`config.mk`:
```
export PLATFORM = sky130hd
export DESIGN_NAME = req_gnt_initiator
export DESIGN_NICKNAME = d
export VERILOG_FILES = /design/src/rtl/req_gnt_pkg.sv /design/src/rtl/req_gnt_initiator.sv
export SDC_FILE = /design/constraint.sdc
export NUM_CORES = 1
export LEC_CHECK = 0
export ABC_CLOCK_PERIOD_IN_PS = 4700
export CAP_MARGIN = 5
export CORE_AREA = 2 2 39 41
export DETAILED_ROUTE_END_ITERATION = 7
export DIE_AREA = 0 0 41 43
export PLACE_DENSITY = 0.63
export SLEW_MARGIN = 20
export SYNTH_ARGS = -nofsm -noshare
export SYNTH_HDL_FRONTEND = slang
export SYNTH_SLANG_ARGS = --single-unit
export TNS_END_PERCENT = 50
```
`constraint.sdc`:
```
create_clock -name i_clk -period 4.7 [get_ports i_clk]
set_input_delay 0.47 -clock i_clk [delete_from_list [all_inputs] [get_ports i_clk]]
set_output_delay 0.47 -clock i_clk [all_outputs]
set_load 0.02 [all_outputs]
```
`src/rtl/req_gnt_pkg.sv`:
```
// Shared types and default window/retry limits for the req/gnt handshake blocks.
package req_gnt_pkg;

  typedef enum logic [1:0] {
    IDLE    = 2'd0,
    REQ     = 2'd1,
    BACKOFF = 2'd2
  } req_gnt_state_e;

  localparam int REQ_GNT_MAX_WAIT  = 2;
  localparam int REQ_GNT_MAX_RETRY = 3;

endpackage

```
`src/rtl/req_gnt_initiator.sv`:
```
// Requester side of the req/gnt handshake: bounded grant window, retries, latency report.
//
// state   | meaning
// IDLE    | no transaction; start accepted here
// REQ     | req high, counting window index k = wait_cnt
// BACKOFF | one cycle with req low between attempts
module req_gnt_initiator
  import req_gnt_pkg::*;
#(
  parameter int MAX_WAIT  = REQ_GNT_MAX_WAIT,
  parameter int MAX_RETRY = REQ_GNT_MAX_RETRY,
  parameter int LAT_W     = $clog2(MAX_WAIT + 1),
  parameter int RTY_W     = (MAX_RETRY > 0) ? $clog2(MAX_RETRY + 1) : 1
) (
  input  logic             i_clk,
  input  logic             i_rst_n,
  input  logic             i_start,
  input  logic             i_gnt,
  output logic             o_req,
  output logic             o_busy,
  output logic             o_done,
  output logic             o_timeout_err,
  output logic [LAT_W-1:0] o_latency,
  output logic [RTY_W-1:0] o_retry_cnt
);

  localparam logic [LAT_W-1:0] C_MAX_WAIT  = LAT_W'(MAX_WAIT);
  localparam logic [RTY_W-1:0] C_MAX_RETRY = RTY_W'(MAX_RETRY);

  req_gnt_state_e   r_state, w_state;
  logic             r_req, w_req;
  logic             r_done, w_done;
  logic             r_timeout, w_timeout;
  logic [LAT_W-1:0] r_wait_cnt, w_wait_cnt;
  logic [LAT_W-1:0] r_latency, w_latency;
  logic [RTY_W-1:0] r_retry_cnt, w_retry_cnt;

  always_ff @(posedge i_clk or negedge i_rst_n) begin
    if (!i_rst_n) begin
      r_state     <= IDLE;
      r_req       <= 1'b0;
      r_done      <= 1'b0;
      r_timeout   <= 1'b0;
      r_wait_cnt  <= '0;
      r_latency   <= '0;
      r_retry_cnt <= '0;
    end else begin
      r_state     <= w_state;
      r_req       <= w_req;
      r_done      <= w_done;
      r_timeout   <= w_timeout;
      r_wait_cnt  <= w_wait_cnt;
      r_latency   <= w_latency;
      r_retry_cnt <= w_retry_cnt;
    end
  end

  always_comb begin
    w_state     = r_state;
    w_req       = r_req;
    w_done      = 1'b0;
    w_timeout   = 1'b0;
    w_wait_cnt  = r_wait_cnt;
    w_latency   = r_latency;
    w_retry_cnt = r_retry_cnt;
    case (r_state)
      IDLE: begin
        w_req = 1'b0;
        if (i_start) begin
          w_req       = 1'b1;
          w_wait_cnt  = '0;
          w_retry_cnt = '0;
          w_state     = REQ;
        end
      end
      REQ: begin
        w_req = 1'b1;
        // A grant at k=0 belongs to a previous request and is not accepted.
        if (i_gnt && (r_wait_cnt != '0)) begin
          w_done    = 1'b1;
          w_latency = r_wait_cnt;
          w_req     = 1'b0;
          w_state   = IDLE;
        end else if (r_wait_cnt == C_MAX_WAIT) begin
          w_req = 1'b0;
          if (r_retry_cnt < C_MAX_RETRY) begin
            w_retry_cnt = r_retry_cnt + RTY_W'(1);
            w_state     = BACKOFF;
          end else begin
            w_timeout = 1'b1;
            w_state   = IDLE;
          end
        end else begin
          w_wait_cnt = r_wait_cnt + LAT_W'(1);
        end
      end
      BACKOFF: begin
        w_req      = 1'b1;
        w_wait_cnt = '0;
        w_state    = REQ;
      end
      default: begin
        w_req   = 1'b0;
        w_state = IDLE;
      end
    endcase
  end

  assign o_req         = r_req;
  assign o_busy        = (r_state != IDLE);
  assign o_done        = r_done;
  assign o_timeout_err = r_timeout;
  assign o_latency     = r_latency;
  assign o_retry_cnt   = r_retry_cnt;

endmodule

```
==> impl_metrics.yaml, run 1 <==
timing:
  tightest_slew_ps: 581
  finalHoldViolations: 0
  fmax_mhz: 495
  drv_slew: 0
  period_minus_slack_ps: 2020
  clock_skew_ps: 4.92
  fin_crit_sh: 0.430
  rsz0062_at_grt: "false"
  setup_slack_ps: 2680
  finalSetupTns_ps: 0
  max_slew_margin: 0.612
  setup_viol: 0
worst_hold_path:
  holdCritPathClass: "register to register"
power:
  p_leak_nw: 0.291
  vdd_drop_max_mv: 0.219
  power_density_nw_per_um2: 652
placement:
  dp.final_hpwl_microns: 788
  post_dp_cell_area_sq_um: 656
  dp_slack_ps: 2550
  portBuffers: 11
  gp_congestion: 0.871
clock_tree:
  holdBufCountCts: 0
  post-cts-setup-buffers: 0
  cts.clk_slew.worst_paths_ps: 70
  cts_made_buffers: 3
  cts_root_buffer: "clkbuf_4"
  cts.sink_count: 11
  cts_resized: 0
  tritoncts: "yes"
  htreeDepth: 1
  clk_latency_ps: 260
  cts_buffer_depth: 2
floorplan:
  die_y_microns: 43
  rows: 14
  start_util: 0.392
  io_pins: 12
  dieArea_sq_um: 1760
  core_sq_um: 1380
  die-width_microns: 41
finish:
  finalInstanceArea_sq_um: 682
  drive_above_1_share: 0.113
  fin_nets: 70
  fin_util: 0.493
  syn_to_final_growth_pct: 25.9
  diodes: 0
global_route:
  track_usage: 0.155
  grt_pass1_vias: 405
  grt_start_max_net_pins: 12
  grt_pass1_wl_microns: 1820
  antenna_found_initial: 0
  overflow: 0
setup_path:
  worst_path_max_delay_cell: "clkdlybuf4s50_1"
  cp.required_ps: 4230
  cp-end-kind: "output pin"
  crit_chain: "or2_2 > clkdlybuf4s50_1"
  max_stage_delay_ps: 540
  cp_max_fo: 6
  criticalPathCategory: "register to output pin"
  start_kind: "register"
  critPathArrivalTime_ps: 1550
logic_synthesis:
  syn_nets: 56
  ys_seq_area_frac: 0.508
  syn_area_sq_um: 542
  ys_types: 22
  synth_warnings: 0
  synthCells: 49
  ys_seq_elements: 11
  avgSynthCellArea_sq_um: 11.1
routing:
  num_vias: 421
  wl_per_cell_microns: 13.8
  drt_iter0_drc: 10
  drtPass1Iterations: 4
  drc: 0
  vias_per_cell: 5.40
  drt-total-wl_microns: 1080
  drtAntennaViolNets: 0
status:
  status: "completed"
job:
  maxCapViolations: 0
power by group:
group | internal (mW) | total [mW] | leakage (nW) | switching [mW]
clock | 0.0327 | 0.0641 | 0.0150 | 0.0314
sequential | 0.132 | 0.165 | 0.143 | 0.0332
combinational | 0.0996 | 0.216 | 0.133 | 0.116
routing by layer:
metal  wire length [microns]  part of all wire  up-vias  global-route usage
li1                        -                 -      210                   -
met1                     539              0.50      203               0.242
met2                     489              0.45        6               0.194
met3                      32             0.030        2              0.0314
met4                      14             0.013        0              0.0800
met5                       0                 0        -                   0
synth_stat cells:
master    count  area [sq um]
inv_1         5          18.8
o311ai_1      2          17.5
nor2_1        1          3.75
nand2b_1      1          6.26
nand2_1       2          7.51
o21bai_1      1          7.51
nand3_1       1          5.00
o21ai_0       5          25.0
or2_2         1          6.26
nor4b_1       1          8.76
dfrtp_1      11           275
o41ai_1       1          8.76
ha_1          3          37.5
or3_1         2          12.5
or4_1         1          7.51
nor2b_2       1          8.76
nor2b_1       1          6.26
nor3_1        1          5.00
buf_6         1          11.3
buf_2         1          5.00
o311ai_0      4          35.0
mux2_2        2          22.5
final timing paths:
kind | startpoint | end | slack (ps) | cells after the start
setup / recovery | r_state[1] | o_busy | 2680 | 2
max in group asynchronous | i_rst_n | o_req | 3820 | 1
hold / removal | o_latency[1] | o_latency[1] | 530 | 1
min in group asynchronous | i_rst_n | o_latency[1] | 540 | 1
hold reg to reg | o_latency[1] | o_latency[1] | 530 | 1
setup reg to reg | r_wait_cnt[0] | o_latency[0] | 2730 | 5
registers in the layout (all words and copies together), names as in the netlist:
| signal | flops |
|---|---|
| o_latency | 2 |
| o_retry_cnt | 2 |
| r_state | 2 |
| r_wait_cnt | 2 |
| o_done | 1 |
| o_req | 1 |
| o_timeout_err | 1 |
critical path: cells and delay by family, from the launching register on:
| kind | cells | cell delay (ps) |
|---|---|---|
| buf+inv | 1 | 540 |
| flops | 1 | 430 |
| simple gates | 1 | 320 |
metrics by stage:
| step | total power, mW | instances | hold slack [ps] |
|---|---|---|---|
| finish | 0.445 | 78 | 528 |
| CTS | 0.448 | 78 | 542 |
| global placement | 0.380 | 74 | 504 |
| detailed placement | 0.384 | 74 | 525 |
| global route | 0.485 | 78 | 560 |
| floorplan | 0.308 | 49 | 174 |
kinds of logic (layout without fill, tap and decap cells):
family                   after synthesis  after routing  synth area share
AO/OA/AOI/OAI                         13             13             0.173
AND/OR/NAND/NOR                       13             13             0.143
flip-flops                            11             11             0.508
buffers and inverters                  7             20            0.0647
adder cells (fa/ha/maj)                3              3            0.0693
multiplexers                           2              2            0.0416
cell usage in the layout, fill, tap and decap left out:
| cell | count |
|---|---|
| clkdlybuf4s50_1 | 11 |
| dfrtp_1 | 11 |
| inv_1 | 5 |
| o21ai_0 | 5 |
| o311ai_0 | 4 |
| ha_1 | 3 |
| clkbuf_4 | 3 |
| nand2_1 | 2 |
| or3_1 | 2 |
| o311ai_1 | 2 |
| mux2_2 | 2 |
| or2_2 | 1 |
| nand2b_1 | 1 |
| o21bai_1 | 1 |
| nor2b_1 | 1 |
| nor2b_2 | 1 |
| nor3_1 | 1 |
| nor2_1 | 1 |
| nor4b_1 | 1 |
| o41ai_1 | 1 |
| or4_1 | 1 |
| nand3_1 | 1 |
| clkbuf_1 | 1 |
final cells by class:
cell class	instances	area, sq um
Multi-Input combinational cell	31	231
Timing Repair Buffer	11	110
Tap cell	16	20.0
Clock buffer	4	26.3
Fill cell	133	702
Sequential cell	11	275
Inverter	5	18.8
Note: power is estimated with default switching activity, not from simulation.
==> run 2, diff against run 1 <==
--- a/config.mk
+++ b/config.mk
@@ -5,7 +5,7 @@
 export SDC_FILE = /design/constraint.sdc
 export NUM_CORES = 1
 export LEC_CHECK = 0
-export ABC_CLOCK_PERIOD_IN_PS = 4700
+export ABC_CLOCK_PERIOD_IN_PS = 2040
 export CAP_MARGIN = 5
 export CORE_AREA = 2 2 39 41
 export DETAILED_ROUTE_END_ITERATION = 7
==> constraint.sdc (replaced) <==
create_clock -name i_clk -period 2.04 [get_ports i_clk]
set_input_delay 0.204 -clock i_clk [delete_from_list [all_inputs] [get_ports i_clk]]
set_output_delay 0.204 -clock i_clk [all_outputs]
set_load 0.02 [all_outputs]
==> run 2 against run 1 <==
Against the previous run: routed wire length shrank 1.6%; cell count is 1.3% higher; non-clock buffer count grew 1; critical path depth is the same; flip-flop and latch count unchanged; via count up 2.9%; combinational power is 130% higher; die area stayed put; worst hold slack worse by 280 ps; sequential share of layout area decreased by 0.44 points; worst setup slack got worse by 2400 ps; sequential power grew 130%; largest power group unchanged.
==> impl_metrics.yaml, run 2 (synthesis gave the netlist of run 1 again) <==
clock_tree:
  cts_made_buffers: 3
  cts_resized: 0
  cts_root_buffer: "clkbuf_4"
  cts.sink_count: 11
  htreeDepth: 1
  tritoncts: "yes"
  post-cts-setup-buffers: 0
  cts.clk_slew.worst_paths_ps: 70
  clk_latency_ps: 280
  holdBufCountCts: 0
  cts_buffer_depth: 2
placement:
  dp.final_hpwl_microns: 756
  gp_congestion: 0.824
  dp_slack_ps: 433
  portBuffers: 11
global_route:
  track_usage: 0.170
  use_met1: 0.240
  grt_use_met3: 0.0785
  grt_pass1_wl_microns: 1950
  grt_start_max_net_pins: 12
  grt_pass1_vias: 428
  grtUsageMet2: 0.216
  overflow: 0
  busiest_layer: "met1"
  antenna_found_initial: 0
timing:
  fin_crit_sh: 0.869
  setup_slack_ps: 268
  setup_viol: 0
  finalHoldViolations: 0
  tightest_slew_ps: 483
  drv_slew: 0
  hold_ws_ps: 250
  rsz0062_at_grt: "false"
  fmax_mhz: 564
  finalSetupTns_ps: 0
  max_slew_margin: 0.677
  period_minus_slack_ps: 1770
  clock_skew_ps: 1.70
setup_path:
  reg2regPathDepth: 5
  criticalPathCategory: "register to output pin"
  cp_max_fo: 6
  critPathArrivalTime_ps: 1570
  cp.required_ps: 1840
  start_kind: "register"
  cp-end-kind: "output pin"
job:
  maxCapViolations: 0
power:
  power_density_nw_per_um2: 1510
  vdd_drop_max_mv: 0.593
  p_leak_nw: 0.296
status:
  status: "completed"
floorplan:
  core_sq_um: 1380
  die-width_microns: 41
  start_util: 0.392
  io_pins: 12
  dieArea_sq_um: 1760
  die_y_microns: 43
  rows: 14
routing:
  drt_iter0_drc: 6
  drt-total-wl_microns: 1060
  vias_per_cell: 5.48
  num_vias: 433
  drtPass1Iterations: 4
  drtAntennaViolNets: 0
  wl_per_cell_microns: 13.4
  drc: 0
finish:
  fin_nets: 71
  drive_above_1_share: 0.127
  syn_to_final_growth_pct: 27.3
  diodes: 0
  final_cell_mix: "clkdlybuf4s50_1 (11), dfrtp_1 (11), inv_1 (5), o21ai_0 (5), o311ai_0 (4)"
  fillers: 125
worst_hold_path:
  holdCritPathClass: "input port to asynchronous set/reset pin"
==> run 2: changes by cell type in the layout (fill, tap and decap cells not counted) <==
cell | before | now
buf_4 | 0 | 1
==> run 2: layer usage <==
metal	vias up	routed length [microns]
met3	4	49
met5	-	0
li1	207	-
met4	0	22
met2	7	486
met1	215	500
==> run 2: path summary, 6_finish.rpt <==
path | start | endpoint | slack (ps)
min in group i_clk | o_latency[0] | o_latency[0] | 520
max in group asynchronous | i_rst_n | o_retry_cnt[0] | 1460
setup reg to reg | r_wait_cnt[0] | o_retry_cnt[0] | 440
setup / recovery | r_state[1] | o_busy | 270
hold reg to reg | o_latency[0] | o_latency[0] | 520
hold / removal | i_rst_n | o_latency[1] | 250
==> run 2: where the power goes <==
group	switching, mW	leakage [nW]	total (mW)	internal [mW]
registers	0.0773	0.143	0.381	0.304
logic	0.265	0.138	0.503	0.237
clock network	0.0786	0.0150	0.155	0.0759
total	0.421	0.296	1.04	0.617
==> run 2: stage by stage <==
step | util | instance area [sq um] | cells | total power [mW]
final | 0.498 | 689 | 79 | 1.04
after CTS | 0.498 | 689 | 79 | 1.05
after detailed placement | 0.479 | 663 | 75 | 0.888
after global placement | 0.479 | 663 | 75 | 0.885
after floorplan | - | 542 | 49 | 0.711
after global routing | 0.498 | 689 | 79 | 1.13
==> run 2: layout make-up <==
type                       count  area, sq um  area share
clock buffer                   4         26.3      0.0381
inverter                       5         18.8      0.0272
multi-input combinational     31          231       0.336
sequential                    11          275       0.399
tap                           16         20.0      0.0290
timing repair buffer          12          118       0.171
==> run 2: worst max-delay path, stage by stage, from the launching register on <==
cell and delay (ps):
dfrtp_1 430, or2_2 330, clkdlybuf4s50_1 540
